### config.mk
export PLATFORM = sky130hd
export DESIGN_NAME = g16_bus_arbiter_flat
export DESIGN_NICKNAME = d
export VERILOG_FILES = /design/src/rtl/g16_bus_arbiter_if.sv /design/src/rtl/g16_bus_arbiter.sv /design/src/flat_wrapper.sv
export SDC_FILE = /design/constraint.sdc
export NUM_CORES = 1
export LEC_CHECK = 0
export ABC_CLOCK_PERIOD_IN_PS = 2300
export BUFFER_PORTS_ARGS = -buffer_cell sky130_fd_sc_hd__clkbuf_2
export CORE_AREA = 2 2 144 146
export DETAILED_ROUTE_END_ITERATION = 12
export DIE_AREA = 0 0 146 148
export GPL_ROUTABILITY_DRIVEN = 0
export PLACE_DENSITY = 0.45
export SYNTH_ARGS = -nofsm -noshare
export SYNTH_HDL_FRONTEND = slang
export SYNTH_SLANG_ARGS = --single-unit
### constraint.sdc
create_clock -name sysClk -period 2.3 [get_ports sysClk]
set_input_delay 0.23 -clock sysClk [delete_from_list [all_inputs] [get_ports sysClk]]
set_output_delay 0.23 -clock sysClk [all_outputs]
set_load 0.01 [all_outputs]
### src/rtl/g16_bus_arbiter_if.sv
// g16 shared-bus signal bundle: master-side request/grant group and slave-side group.
// The arbiter takes the arb view; masters and the slave use their own views.
interface g16_bus_arbiter_if #(
    parameter int NUM_MSTR = 4,
    parameter int ADDR_W   = 48,
    parameter int DATA_W   = 16
);
    logic [NUM_MSTR-1:0]        need;
    logic [NUM_MSTR-1:0]        YouGotIt;
    logic [NUM_MSTR*ADDR_W-1:0] addrM;
    logic [NUM_MSTR*DATA_W-1:0] DoutM;
    logic [DATA_W-1:0]          DinMast;
    logic [NUM_MSTR-1:0]        Clast_mstr;
    logic [ADDR_W-1:0]          Adr;
    logic [DATA_W-1:0]          dbus_in;
    logic [DATA_W-1:0]          dataOut;
    logic                       tarActive;
    logic                       Clast;

    modport arb (
        input  need, addrM, DoutM, dataOut, Clast,
        output YouGotIt, DinMast, Clast_mstr, Adr, dbus_in, tarActive
    );

    modport master (
        output need, addrM, DoutM,
        input  YouGotIt, DinMast, Clast_mstr
    );

    modport slave (
        input  Adr, dbus_in, tarActive,
        output dataOut, Clast
    );
endinterface

### src/rtl/g16_bus_arbiter.sv
// Round-robin arbiter and bus controller for the g16 shared bus:
// one grantee at a time, one turnaround cycle between grants, hold timeout.
module g16_bus_arbiter #(
    parameter  int NUM_MSTR  = 4,
    parameter  int ADDR_W    = 48,
    parameter  int DATA_W    = 16,
    parameter  int MAX_BEATS = 256,
    localparam int GW        = $clog2(NUM_MSTR),
    localparam int CW        = $clog2(MAX_BEATS)
) (
    input  logic              sysClk,
    input  logic              rst,
    g16_bus_arbiter_if.arb    bus,
    output logic [GW-1:0]     grant_id,
    output logic              timeout_err
);

    typedef enum logic [1:0] {IDLE, BUSY, TURN} state_t;

    state_t              state;
    state_t              state_n;
    logic [GW-1:0]       ptr;
    logic [GW-1:0]       sel;
    logic [GW-1:0]       idx;
    logic                found;
    logic [CW-1:0]       cnt;
    logic                done;
    logic                tmo_n;
    logic [NUM_MSTR-1:0] gnt;
    logic                tar;
    logic                busy;

    // First requester at or above the round-robin pointer, wrapping.
    always_comb begin
        sel   = '0;
        found = 1'b0;
        idx   = '0;
        for (int k = 0; k < NUM_MSTR; k++) begin
            idx = GW'((32'(ptr) + k) % NUM_MSTR);
            if (!found && bus.need[idx]) begin
                sel   = idx;
                found = 1'b1;
            end
        end
    end

    always_comb begin
        state_n = state;
        done    = 1'b0;
        tmo_n   = 1'b0;
        case (state)
            IDLE, TURN: state_n = found ? BUSY : IDLE;
            BUSY: begin
                if (bus.Clast) begin
                    done = 1'b1;
                end else if (!bus.need[grant_id]) begin
                    done = 1'b1;
                end else if (cnt == CW'(MAX_BEATS - 1)) begin
                    done  = 1'b1;
                    tmo_n = 1'b1;
                end
                if (done) state_n = TURN;
            end
            default: state_n = IDLE;
        endcase
    end

    always_ff @(posedge sysClk) begin
        if (!rst) begin
            state       <= IDLE;
            gnt         <= '0;
            tar         <= 1'b0;
            grant_id    <= '0;
            ptr         <= '0;
            cnt         <= '0;
            timeout_err <= 1'b0;
        end else begin
            state       <= state_n;
            timeout_err <= tmo_n;
            if (state != BUSY) begin
                if (found) begin
                    gnt      <= NUM_MSTR'(1) << sel;
                    tar      <= 1'b1;
                    grant_id <= sel;
                    ptr      <= (sel == GW'(NUM_MSTR - 1)) ? '0 : sel + 1'b1;
                    cnt      <= '0;
                end
            end else if (done) begin
                gnt <= '0;
                tar <= 1'b0;
            end else begin
                cnt <= cnt + 1'b1;
            end
        end
    end

    assign busy           = (state == BUSY);
    assign bus.YouGotIt   = gnt;
    assign bus.tarActive  = tar;
    assign bus.Adr        = busy ? bus.addrM[int'(grant_id)*ADDR_W +: ADDR_W] : '0;
    assign bus.dbus_in    = busy ? bus.DoutM[int'(grant_id)*DATA_W +: DATA_W] : '0;
    assign bus.DinMast    = busy ? bus.dataOut : '0;
    assign bus.Clast_mstr = busy ? (gnt & {NUM_MSTR{bus.Clast}}) : '0;

endmodule

### src/flat_wrapper.sv
// flat-port wrapper written by rule: the top's interface ports become plain ports
module g16_bus_arbiter_flat 
#(
    parameter  int NUM_MSTR  = 4,
    parameter  int ADDR_W    = 48,
    parameter  int DATA_W    = 16,
    parameter  int MAX_BEATS = 256,
    localparam int GW        = $clog2(NUM_MSTR),
    localparam int CW        = $clog2(MAX_BEATS)
)
  (sysClk, rst, grant_id, timeout_err, bus_need, bus_addrM, bus_DoutM, bus_dataOut, bus_Clast, bus_YouGotIt, bus_DinMast, bus_Clast_mstr, bus_Adr, bus_dbus_in, bus_tarActive);
  g16_bus_arbiter_if #(.NUM_MSTR(NUM_MSTR), .ADDR_W(ADDR_W), .DATA_W(DATA_W)) bus_i ();
  input  logic sysClk;
  input  logic rst;
  output logic [GW-1:0] grant_id;
  output logic timeout_err;
  input wire logic [$bits(bus_i.need)-1:0] bus_need;
  input wire logic [$bits(bus_i.addrM)-1:0] bus_addrM;
  input wire logic [$bits(bus_i.DoutM)-1:0] bus_DoutM;
  input wire logic [$bits(bus_i.dataOut)-1:0] bus_dataOut;
  input wire logic [$bits(bus_i.Clast)-1:0] bus_Clast;
  output wire logic [$bits(bus_i.YouGotIt)-1:0] bus_YouGotIt;
  output wire logic [$bits(bus_i.DinMast)-1:0] bus_DinMast;
  output wire logic [$bits(bus_i.Clast_mstr)-1:0] bus_Clast_mstr;
  output wire logic [$bits(bus_i.Adr)-1:0] bus_Adr;
  output wire logic [$bits(bus_i.dbus_in)-1:0] bus_dbus_in;
  output wire logic [$bits(bus_i.tarActive)-1:0] bus_tarActive;
  assign bus_i.need = bus_need;
  assign bus_i.addrM = bus_addrM;
  assign bus_i.DoutM = bus_DoutM;
  assign bus_i.dataOut = bus_dataOut;
  assign bus_i.Clast = bus_Clast;
  assign bus_YouGotIt = bus_i.YouGotIt;
  assign bus_DinMast = bus_i.DinMast;
  assign bus_Clast_mstr = bus_i.Clast_mstr;
  assign bus_Adr = bus_i.Adr;
  assign bus_dbus_in = bus_i.dbus_in;
  assign bus_tarActive = bus_i.tarActive;
  g16_bus_arbiter #(.NUM_MSTR(NUM_MSTR), .ADDR_W(ADDR_W), .DATA_W(DATA_W), .MAX_BEATS(MAX_BEATS)) u_core (.sysClk(sysClk), .rst(rst), .bus(bus_i), .grant_id(grant_id), .timeout_err(timeout_err));
endmodule
==> results.txt <==
run status -> complete, no violations
Power Density -> 373.2 mW/mm^2
Filler cells -> 2241
Pre-antenna DRT Iters -> 4
Yosys cell types -> 35
ANT nets after route -> 0
Max Slew Vio Count -> 0
clk sink count -> 20
antenna diode count -> 0
Hold Vio Cnt, Final -> 0
reg2reg start -> u_core.grant_id[0]$_SDFFE_PN0P_
Worst EP arrival -> 1.83 ns
Min-Delay Startpoint -> rst
# rows -> 52
RSZ-0062 raised after global routing -> false
critical path endpoint category -> output pin
synthesized flop and latch total -> 20
Crit path depth -> 4
Design Power -> 2002 uW
Initial Util -> 15.50%
H-tree depth -> 1
chip height -> 148 um
clock skew -> 0.002615 ns
CP max stage delay -> 0.57 ns
CP max stage cell -> mux4_2
# IOs -> 371
area grow syn2layout -> 72.69%
setup ws final -> 0.2360 ns
R2R Setup Slk -> 0.35 ns
vias -> 4005
Setup WS pre-CTS -> 0.3536 ns
Final Cell Area -> 0.005365 mm^2
Cell Area, Synth -> 0.003107 mm^2
post-DR wirelength/cell -> 17.96 um
sequential area share after synthesis -> 12.89%
postcts setup bufs -> 0
DP HPWL -> 14240 um
CTS tree -> built
vias per cell -> 4.363
CTS Buffer Depth -> 2
headroom to the max-slew limit -> 55.78%
worst min path class -> in2reg
final period utilization -> 89.74%
Finished Core Util -> 26.77%
core area -> 0.02004 mm^2
sum of negative setup slack -> 0 ns
syn avg cell area -> 10.53 um^2
nets -> 933
Worst Max-Slew Pin Slew -> 0.6608 ns
hold path cells -> 3
Synth Instances -> 295
port bufs -> 370
GR Util All Layers -> 14.32%
vias in the first global route -> 3976
number of setup violations in the final report -> 0
R2R cell count -> 4
first-iteration detailed-routing DRC count -> 196
Syn Nets -> 579
Die Footprint -> 0.02161 mm^2
# hold bufs at CTS -> 0
Worst Path Required -> 2.07 ns
worst-path cell chain -> buf_12, mux4_2, and2_1, clkbuf_2
Worst-path clk slew -> 0.06 ns
critical-path maximum fanout -> 40
initial antenna violation count -> 0
peak supply drop -> 255.0 uV
TritonCTS buffer count -> 3
# DRC -> 0
Root Buffer -> clkbuf_16
Synth warnings -> 0
Hold EP -> u_core.bus.tarActive$_SDFFE_PN0P_
Routed WL -> 16490 um
crit path kind -> reg2out
Top delay family on crit path -> multiplexers
Die Width -> 146 um
share of layout cells above drive strength 1 -> 69.44%
GRT overflow -> 0
CP startpoint kind -> flip-flop
pin count of the biggest net entering global routing -> 41
first-pass GRT wire length -> 24210 um
Placed Area -> 0.005276 mm^2
worst r2r dst -> u_core.cnt[3]$_SDFFE_PN0P_
later-pin clock latency in the skew report -> 0.25 ns
Buf/Inv on CP -> 2
leak pwr -> 0.002609 uW
FMAX -> 484.5 MHz
# Max-Cap Violations -> 0
cts repair resizes -> 0
Final min period -> 2.064 ns
[worst max-delay path by stage]
| stage | start | endpoint | slack, ns |
|---|---|---|---|
| 4_1_cts | u_core.grant_id[0]$_SDFFE_PN0P_ | bus_Adr[0] | 0.23 |
| 2_1_floorplan | u_core.grant_id[0]$_SDFFE_PN0P_ | bus_Adr[0] | 0.37 |
| 3_5_place_dp | u_core.grant_id[0]$_SDFFE_PN0P_ | u_core.cnt[3]$_SDFFE_PN0P_ | 0.35 |
| 3_3_place_gp | u_core.grant_id[0]$_SDFFE_PN0P_ | u_core.cnt[3]$_SDFFE_PN0P_ | 0.36 |
| 6_report | u_core.grant_id[0]$_SDFFE_PN0P_ | bus_Adr[0] | 0.24 |
| 5_1_grt | u_core.grant_id[0]$_SDFFE_PN0P_ | bus_Adr[40] | 0.16 |
[cell type report]
type,instances,area (um^2),area share (%)
Inverter,5,18.77,0.3498
Multi-Input combinational cell,241,2575,47.99
Clock buffer,4,88.84,1.656
Timing Repair Buffer,378,1937,36.10
Tap cell,270,337.8,6.297
Sequential cell,20,407.9,7.603
[state kept, by name (all words and copies together) (netlist names)]
register and count:
u_core.cnt 8, u_core.bus.tarActive 1, u_core.ptr 2, u_core.grant_id 2, u_core.timeout_err 1, u_core.state 2
u_core.bus.YouGotIt 4
[logic make-up after synthesis]
logic type      share of synthesized area, %
buf+inv                                4.470
mux                                    47.36
simple gates                           24.12
fa+ha+maj                              2.014
flops                                  12.89
compound gates                         9.142
[through the flow]
step	std cells	hold slack (ns)
final	918	0.3506
after global routing	918	0.3781
after CTS	918	0.3616
after detailed placement	914	0.4775
after global placement	914	0.4694
after floorplan	295	0.4419
[tightest hold or removal path, stage by stage]
cell and delay (ns):
clkbuf_2 0.17, o21ai_0 0.11, a21oi_1 0.04
[layout by cell type, fill, tap and decap left out, types with 2 or more instances in the layout]
master and instances:
clkbuf_2 370, and2_1 80, mux4_2 64, dfxtp_1 18, a21oi_1 17, nand2_1 12
o21ai_0 7, and3_1 6, buf_4 6, nand3_1 5, or4_1 5, ha_1 5
nand2b_1 4, inv_1 4, o31ai_1 4, a211oi_1 4, mux2i_1 3, nor2_1 3
o22ai_1 3, and4_1 3, o41ai_1 3, clkbuf_16 3, o211ai_1 2, o311ai_1 2
buf_12 2, dfxtp_4 2
[layer usage]
metal / part of all wire (%) / routed length [um] / global-route usage, %
met2: 50 / 8198 / 24.53
met4: 1.0 / 172 / 2.282
met3: 6.6 / 1095 / 2.685
met1: 43 / 7019 / 19.18
met5: 0 / 0 / 0
[Yosys cell counts]
cell	number	area, um^2
a211oi_1	4	30.03
a21oi_1	17	85.08
and2_1	80	500.5
and3_1	6	37.54
and4_1	3	26.28
buf_1	3	11.26
buf_2	6	30.03
buf_4	1	7.510
clkbuf_1	19	71.32
clkinv_1	1	3.750
dfxtp_1	20	400.4
ha_1	5	62.56
inv_1	4	15.01
mux2i_1	3	30.03
mux4_2	64	1441
nand2_1	12	45.04
nand2b_1	4	25.02
nand3_1	5	25.02
nand4_1	1	6.260
nor2_1	3	11.26
nor2b_1	1	6.260
nor4_1	1	6.260
o211ai_1	2	15.01
o21a_1	1	7.510
o21ai_0	7	35.03
o221ai_1	1	8.760
o22ai_1	3	18.77
o311ai_1	2	17.52
o31ai_1	4	30.03
o32a_1	1	10.01
o41ai_1	3	26.28
or2_2	1	6.260
or3_1	1	6.260
or4_1	5	37.54
or4b_1	1	10.01
[power breakdown]
| part | internal, uW | leakage [uW] | switching, uW | total [uW] |
|---|---|---|---|---|
| clock network | 265 | 0.0000442 | 134 | 399 |
| logic | 674 | 0.00240 | 540 | 1210 |
| registers | 367 | 0.000164 | 21.8 | 389 |
Power figures use the tool's default switching activity.
